### src/rtl/fir_tap_sequencer_if.sv
// Sample handshake, MAC operand bus and result signals of the FIR tap sequencer.
//   sample_in/sample_valid/sample_ready : input sample valid/ready handshake
//   coef_addr/coef_in                   : combinational coefficient ROM lookup
//   mac_a/mac_b/mac_en/mac_first        : operands and controls for the shared MAC
//   mac_acc                             : registered MAC accumulator
//   y_out/y_valid                       : filtered output and its one-cycle strobe
//   busy                                : sequencer is running or draining the MAC
// Modport master is the sequencer side; slave is the source/ROM/MAC/sink side.
interface fir_tap_sequencer_if #(
    parameter int unsigned DATA_W = 21,
    parameter int unsigned ACC_W  = 25
);
    logic [DATA_W-1:0] sample_in;
    logic              sample_valid;
    logic              sample_ready;
    logic [3:0]        coef_addr;
    logic [DATA_W-1:0] coef_in;
    logic [DATA_W-1:0] mac_a;
    logic [DATA_W-1:0] mac_b;
    logic              mac_en;
    logic              mac_first;
    logic [ACC_W-1:0]  mac_acc;
    logic [ACC_W-1:0]  y_out;
    logic              y_valid;
    logic              busy;

    modport master (
        input  sample_in, sample_valid, coef_in, mac_acc,
        output sample_ready, coef_addr, mac_a, mac_b, mac_en, mac_first,
               y_out, y_valid, busy
    );

    modport slave (
        output sample_in, sample_valid, coef_in, mac_acc,
        input  sample_ready, coef_addr, mac_a, mac_b, mac_en, mac_first,
               y_out, y_valid, busy
    );
endinterface

### src/rtl/fir_tap_sequencer.sv
// FIR tap sequencer: accepts one sample per handshake into a TAPS-deep circular
// delay line, then steps the shared MAC through TAPS coefficient/sample pairs
// and captures the accumulated sum as one filtered output.
//   clk   : rising-edge clock
//   reset : asynchronous active-low reset
//   bus   : sample handshake, coefficient ROM, MAC operands and result (master side)
module fir_tap_sequencer #(
    parameter int unsigned TAPS   = 8,
    parameter int unsigned DATA_W = 21,
    parameter int unsigned ACC_W  = 25
) (
    input  logic                 clk,
    input  logic                 reset,
    fir_tap_sequencer_if.master  bus
);

    localparam int unsigned      IDX_W = (TAPS > 1) ? $clog2(TAPS) : 1;
    localparam int unsigned      SUM_W = IDX_W + 1;
    localparam logic [IDX_W-1:0] LAST  = IDX_W'(TAPS - 1);

    typedef enum logic [1:0] {
        IDLE  = 2'd0,
        RUN   = 2'd1,
        DRAIN = 2'd2
    } state_t;

    state_t            state;
    state_t            state_d;
    logic [DATA_W-1:0] dline [TAPS];
    logic [IDX_W-1:0]  wr_ptr;
    logic [IDX_W-1:0]  head;
    logic [IDX_W-1:0]  k;
    logic [IDX_W-1:0]  rd_idx_c;
    logic [ACC_W-1:0]  y_out_q;
    logic              y_valid_q;
    logic              accept_c;
    logic              run_c;
    logic              drain_c;

    // State register
    always_ff @(posedge clk or negedge reset) begin
        if (!reset) begin
            state <= IDLE;
        end else begin
            state <= state_d;
        end
    end

    // Next state and state-decoded controls
    always_comb begin
        state_d          = state;
        accept_c         = 1'b0;
        run_c            = 1'b0;
        drain_c          = 1'b0;
        bus.sample_ready = 1'b0;
        bus.busy         = 1'b0;
        bus.mac_en       = 1'b0;
        bus.mac_first    = 1'b0;
        bus.coef_addr    = 4'd0;
        unique case (state)
            IDLE: begin
                bus.sample_ready = 1'b1;
                if (bus.sample_valid) begin
                    accept_c = 1'b1;
                    state_d  = RUN;
                end
            end
            RUN: begin
                run_c         = 1'b1;
                bus.busy      = 1'b1;
                bus.mac_en    = 1'b1;
                bus.mac_first = (k == '0);
                bus.coef_addr = 4'(k);
                if (k == LAST) begin
                    state_d = DRAIN;
                end
            end
            DRAIN: begin
                drain_c  = 1'b1;
                bus.busy = 1'b1;
                state_d  = IDLE;
            end
            default: state_d = IDLE;
        endcase
    end

    // Delay line, pointers, tap counter and output capture
    always_ff @(posedge clk or negedge reset) begin
        if (!reset) begin
            for (int unsigned i = 0; i < TAPS; i++) begin
                dline[i] <= '0;
            end
            wr_ptr    <= '0;
            head      <= '0;
            k         <= '0;
            y_out_q   <= '0;
            y_valid_q <= 1'b0;
        end else begin
            y_valid_q <= 1'b0;
            if (accept_c) begin
                dline[wr_ptr] <= bus.sample_in;
                head          <= wr_ptr;
                wr_ptr        <= (wr_ptr == LAST) ? '0 : wr_ptr + 1'b1;
                k             <= '0;
            end
            // k returns to 0 on the last tap so it idles at 0 outside RUN
            if (run_c) begin
                k <= (k == LAST) ? '0 : k + 1'b1;
            end
            if (drain_c) begin
                y_out_q   <= bus.mac_acc;
                y_valid_q <= 1'b1;
            end
        end
    end

    // Tap k reads the sample k positions older than head, wrapping modulo TAPS
    always_comb begin
        if (head >= k) begin
            rd_idx_c = head - k;
        end else begin
            rd_idx_c = IDX_W'(SUM_W'(head) + SUM_W'(TAPS) - SUM_W'(k));
        end
    end

    assign bus.mac_a   = bus.coef_in;
    assign bus.mac_b   = dline[rd_idx_c];
    assign bus.y_out   = y_out_q;
    assign bus.y_valid = y_valid_q;

endmodule

### src/flat_wrapper.sv
// flat-port wrapper written by rule: the top's interface ports become plain ports
module fir_tap_sequencer_flat 
#(
    parameter int unsigned TAPS   = 8,
    parameter int unsigned DATA_W = 21,
    parameter int unsigned ACC_W  = 25
)
  (clk, reset, bus_sample_in, bus_sample_valid, bus_coef_in, bus_mac_acc, bus_sample_ready, bus_coef_addr, bus_mac_a, bus_mac_b, bus_mac_en, bus_mac_first, bus_y_out, bus_y_valid, bus_busy);
  fir_tap_sequencer_if #(.DATA_W(DATA_W), .ACC_W(ACC_W)) bus_i ();
  input  logic clk;
  input  logic reset;
  input wire logic [$bits(bus_i.sample_in)-1:0] bus_sample_in;
  input wire logic [$bits(bus_i.sample_valid)-1:0] bus_sample_valid;
  input wire logic [$bits(bus_i.coef_in)-1:0] bus_coef_in;
  input wire logic [$bits(bus_i.mac_acc)-1:0] bus_mac_acc;
  output wire logic [$bits(bus_i.sample_ready)-1:0] bus_sample_ready;
  output wire logic [$bits(bus_i.coef_addr)-1:0] bus_coef_addr;
  output wire logic [$bits(bus_i.mac_a)-1:0] bus_mac_a;
  output wire logic [$bits(bus_i.mac_b)-1:0] bus_mac_b;
  output wire logic [$bits(bus_i.mac_en)-1:0] bus_mac_en;
  output wire logic [$bits(bus_i.mac_first)-1:0] bus_mac_first;
  output wire logic [$bits(bus_i.y_out)-1:0] bus_y_out;
  output wire logic [$bits(bus_i.y_valid)-1:0] bus_y_valid;
  output wire logic [$bits(bus_i.busy)-1:0] bus_busy;
  assign bus_i.sample_in = bus_sample_in;
  assign bus_i.sample_valid = bus_sample_valid;
  assign bus_i.coef_in = bus_coef_in;
  assign bus_i.mac_acc = bus_mac_acc;
  assign bus_sample_ready = bus_i.sample_ready;
  assign bus_coef_addr = bus_i.coef_addr;
  assign bus_mac_a = bus_i.mac_a;
  assign bus_mac_b = bus_i.mac_b;
  assign bus_mac_en = bus_i.mac_en;
  assign bus_mac_first = bus_i.mac_first;
  assign bus_y_out = bus_i.y_out;
  assign bus_y_valid = bus_i.y_valid;
  assign bus_busy = bus_i.busy;
  fir_tap_sequencer #(.TAPS(TAPS), .DATA_W(DATA_W), .ACC_W(ACC_W)) u_core (.clk(clk), .reset(reset), .bus(bus_i));
endmodule
### config.mk
export PLATFORM = sky130hd
export DESIGN_NAME = fir_tap_sequencer_flat
export DESIGN_NICKNAME = d
export VERILOG_FILES = /design/src/rtl/fir_tap_sequencer_if.sv /design/src/rtl/fir_tap_sequencer.sv /design/src/flat_wrapper.sv
export SDC_FILE = /design/constraint.sdc
export NUM_CORES = 1
export LEC_CHECK = 0
export CAP_MARGIN = 10
export CELL_PAD_IN_SITES_DETAIL_PLACEMENT = 1
export CELL_PAD_IN_SITES_GLOBAL_PLACEMENT = 2
export CORE_MARGIN = 2
export CORE_UTILIZATION = 42
export DETAILED_ROUTE_END_ITERATION = 16
export PLACE_DENSITY = 0.82
export SYNTH_ARGS = -nofsm -noshare
export SYNTH_HDL_FRONTEND = slang
export SYNTH_SLANG_ARGS = --single-unit
### constraint.sdc
create_clock -name clk -period 5.8 [get_ports clk]
set_input_delay 0.87 -clock clk [delete_from_list [all_inputs] [get_ports clk]]
set_output_delay 0.87 -clock clk [all_outputs]
set_load 0.03 [all_outputs]
# Word level (Yosys, flattened, before mapping)
# Cells that the tools add are included.
# classes
add_sub_neg,5
n_reduce_logical,6
n_bitwise,2
muxes,23
magnitude_cmp,4
eq_ne,6
# op_table
cell,count
$bwmux 168,1
$bmux 21 s3,1
$demux 21 s3,1
$mux 21,3
$mux 3,6
$add 3x1->3 const B,3
$ge 4x4->1 const B,2
$mux 1,8
$not 3->4,2
$eq 3x3->1 const B,2
$sub 3x3->3,2
$lt 4x1->1 const B,1
$mux 2,2
$pmux 2 s2,1
$ge 3x3->1,1
$logic_not 3->1,1
$eq 2x1->1 const B,1
$eq 2x2->1 const B,1
$logic_not 2->1,1
$ne 2x1->1 const B,1
$ne 2x2->1 const B,1
$reduce_and 2->1,1
$reduce_bool 2->1,1
$reduce_or 2->1,1
$logic_and 1x1->1,1
# word_totals
out_inout_bits,76
input_bits,70
ff_bits,205

# Logic depth before layout (Yosys ltp)
# depth
ltp_word,7
ltp_mapped,8

# Least setup slack after synthesis
# No wires, ideal clock.
# synth_timing
kind,register -> output
start,register u_core.k[0]
end,output bus_mac_b[0]
path_slack_ns,2.669
path_buffers,2
arrival_time_ns,2.261
path_stages_with_launch,8
path_cell_list,dfrtp_1 > ha_1 > inv_1 > fa_1 > clkbuf_1 > clkbuf_1 > mux4_2 > mux2_2
# synth_via
elab_chain_len,6
# synth_rtl
item,line_no,text
from (decl),fir_tap_sequencer.sv:32,logic [IDX_W-1:0] k;
from (signal assigned),fir_tap_sequencer.sv:108,k <= (k == LAST) ? '0 : k + 1'b1;
"$sub 3x3->3, or another cell as far along",fir_tap_sequencer.sv:122,rd_idx_c = IDX_W'(SUM_W'(head) + SUM_W'(TAPS) - SUM_W'(k));
$mux 3 *,fir_tap_sequencer.sv:119,if (head >= k) begin
$not 3->4 (not written as such) *,fir_tap_sequencer.sv:127,assign bus.mac_b = dline[rd_idx_c];
$bmux 21 s3 *,fir_tap_sequencer.sv:127,
$mux 21 (not written as such) * (2 in a row),fir_tap_sequencer.sv:127,
to (decl),flat_wrapper.sv:19,output wire logic [$bits(bus_i.mac_b)-1:0] bus_mac_b;
# Mark *: on every way between the ends. The rest lies on a longest branch, timed or not. The select of a mux whose other input is x is not followed.

# Worst setup path in the final report
# layout_timing
start,register u_core.k[0]
end,output bus_mac_b[3]
# Same word-level chain as after synthesis.

==> out/results.tsv <==
metric	value	unit
Clock Pin Slew Worst Setup and Hold Paths	0.06	ns
clk sinks	205	
WL final	21.4	mm
synth warn	0	
slowest CP cell	fa_2	
Worst VDD drop	0.000415	V
most common library cells after synthesis	mux2_2 (215), dfrtp_1 (205), mux4_2 (42), buf_4 (22), buf_2 (20)	
WP data arrival	3.83	ns
GPL Wtd Cong	0.724	
Tcrit/Tclk final	81.0	%
Synth Register Bits	205	
outcome	complete, no violations	
Yosys top cell area share	55.7	%
Ports	146	
hold buffers post-CTS	0	
sequential share of the synthesized area	55.7	%
DIE AREA	0.0231	sq mm
clock buffer depth	3	
Mapped Avg Cell Area	15.9	sq um
sequential power share	29.1	%
clock skew	0.0188	ns
antenna violations before repair	1	
Syn Nets	658	
RSZ-0062 raised after global routing	false	
final-layout fill cell count	2037	
first-pass GRT wire length	35.1	mm
# port buffers	102	
PostCTS Resize Cnt	0	
Die X	152	um
Combinational Power Share	53.1	%
placed cell areas	0.0104	sq mm
Achievable Freq	213	MHz
DR DRC count	0	
Detail Route Antenna Nets	0	
internal power	0.00547	W
global-route congestion overflow total	0	
Nets	743	
Net Sw Frac	36.8	%
crit start category	flop	
Setup TNS	0	ns
hpwl dp	13.2	mm
worst-path maximum fanout	22	
Worst EP required	4.93	ns
Synth area leader	dfrtp_1	
buffer and inverter count on the worst path	3	
Via-to-Cell Ratio	5.41	
Maximum Capacitance Violations	0	
most common cell in the netlist	mux2_2	
ys async rst share	100	%
critical path capture point type	primary output	
Inserted Diodes	0	
Hold Fails Final Rpt	0	
row count	54	
Largest stage delay, worst path	0.94	ns
Mapped Area	0.00921	sq mm
DR pass1 iterations	4	
Leak	4.78	nW
layout cell share with drive strength beyond 1	46.3	%
Clock Power Share	17.9	%
Net Sw Power	0.00318	W
Setup Buffers After CTS	0	
Tmin final	4.70	ns
Initial Util	42.4	%
Slew Limit Headroom	20.5	%
Worst Tran Pin Value	1.19	ns
total CTS buffers	24	
ranking of synthesized cells by area	dfrtp_1 (56%), mux2_2 (26%), mux4_2 (10%), buf_4 (1.8%), ha_1 (1.2%)	
number of global-route vias before repair	6086	
clk root buf	clkbuf_16	
Post-Syn Instances	578	
Post-synth EDFFs	0	
Wirelength per Cell	22.3	um
Placeable Area	0.0217	sq mm
Hold Path Class	in2async	
post-synth cell types	26	
Pwr Total	0.00865	W
Setup-failing EPs final	0	
First DRT Iteration DRCs	191	
Most used DFF post-synth	dfrtp_1	
fin area	0.0112	sq mm
worst skew pair latency	0.51	ns
H-tree levels	1	
delay-heaviest family, CP	adder cells	
crit-path cells	ha_2, inv_1, fa_2, buf_4, mux4_2, mux2_2, clkdlybuf4s50_1	
Tot GR Track Use	18.9	%
Slew Viols, Final	0	
area delta synth->final	21.9	%
pin count of the biggest net entering global routing	81	
CTS tree	yes	
Chip Height	152	um
CP Class	reg2out	
via count	5197	
PwrDens	770	mW/mm^2
[logic make-up (layout without fill, tap and decap cells)]
group | count (synthesis) | count (layout) | share of synthesized area [%]
simple gates | 30 | 30 | 1.58
other cells | 1 | 1 | 0.0407
buf+inv | 62 | 164 | 3.70
compound gates | 9 | 9 | 0.516
xor+xnor | 2 | 2 | 0.190
flops | 205 | 205 | 55.7
fa+ha+maj | 10 | 10 | 1.44
mux | 259 | 259 | 36.8
[routing by layer]
layer | global-route usage, % | vias to the layer above | routed length, um
met3 | 3.17 | 44 | 675
met4 | 4.72 | 2 | 451
met1 | 24.7 | 2796 | 9070
met2 | 33.0 | 97 | 11200
li1 | - | 2258 | -
met5 | 0 | - | 12
[cell usage in the layout, fill, tap and decap left out, drive strengths merged, types with 6 or more instances in the layout]
cell type / netlist / layout
mux4: 42 / 42
mux2: 217 / 217
clkdlybuf4s50: 0 / 101
clkbuf: 10 / 36
buf: 44 / 11
ha: 9 / 9
dfrtp: 205 / 205
inv: 8 / 8
nand2: 9 / 9
nor2: 6 / 6
[power by group through the flow]
stage	combinational [W]	sequential (W)	clock [W]
6_report	0.00459	0.00251	0.00154
5_1_grt	0.00490	0.00261	0.00166
4_1_cts	0.00468	0.00252	0.00159
3_5_place_dp	0.00463	0.00253	0
3_3_place_gp	0.00452	0.00247	0
2_1_floorplan	0.00307	0.00255	0
[registers in the layout (all words and copies together), names as in the netlist]
signal              flops
u_core.head             3
u_core.bus.y_valid      1
u_core.dline          168
u_core.wr_ptr           3
u_core.k                3
u_core.state            2
u_core.bus.y_out       25
[layout make-up]
cell class                 instances  area (sq um)  area share [%]
multi-input combinational        311          3790            33.7
sequential                       205          5130            45.7
clock buffer                      35           692            6.16
inverter                           8          30.0           0.267
clock inverter                     8           131            1.17
tap                              280           350            3.12
timing repair buffer             113          1110            9.86
[through the flow]
step	hold WS (ns)	std cells	util (%)	worst slack, ns
2_1_floorplan	0.447	578	-	2.67
5_1_grt	0.423	960	51.8	0.937
4_1_cts	0.406	960	51.8	1.05
6_report	0.397	960	51.8	1.10
3_3_place_gp	0.468	917	48.0	1.69
3_5_place_dp	0.484	917	48.0	1.60
[worst paths after layout]
path	depth (start not counted)	to	startpoint	slack [ns]
min reg2reg	2	u_core.head[0]	u_core.head[0]	0.49
min	1	u_core.dline[63]	reset	0.40
max	7	bus_mac_b[3]	u_core.k[0]	1.10
max reg2reg	6	u_core.dline[26]	u_core.state[0]	2.78
max in group asynchronous	2	u_core.dline[55]	reset	4.12
min in group clk	2	u_core.head[0]	u_core.head[0]	0.49
Note: power is estimated with default switching activity, not from simulation.
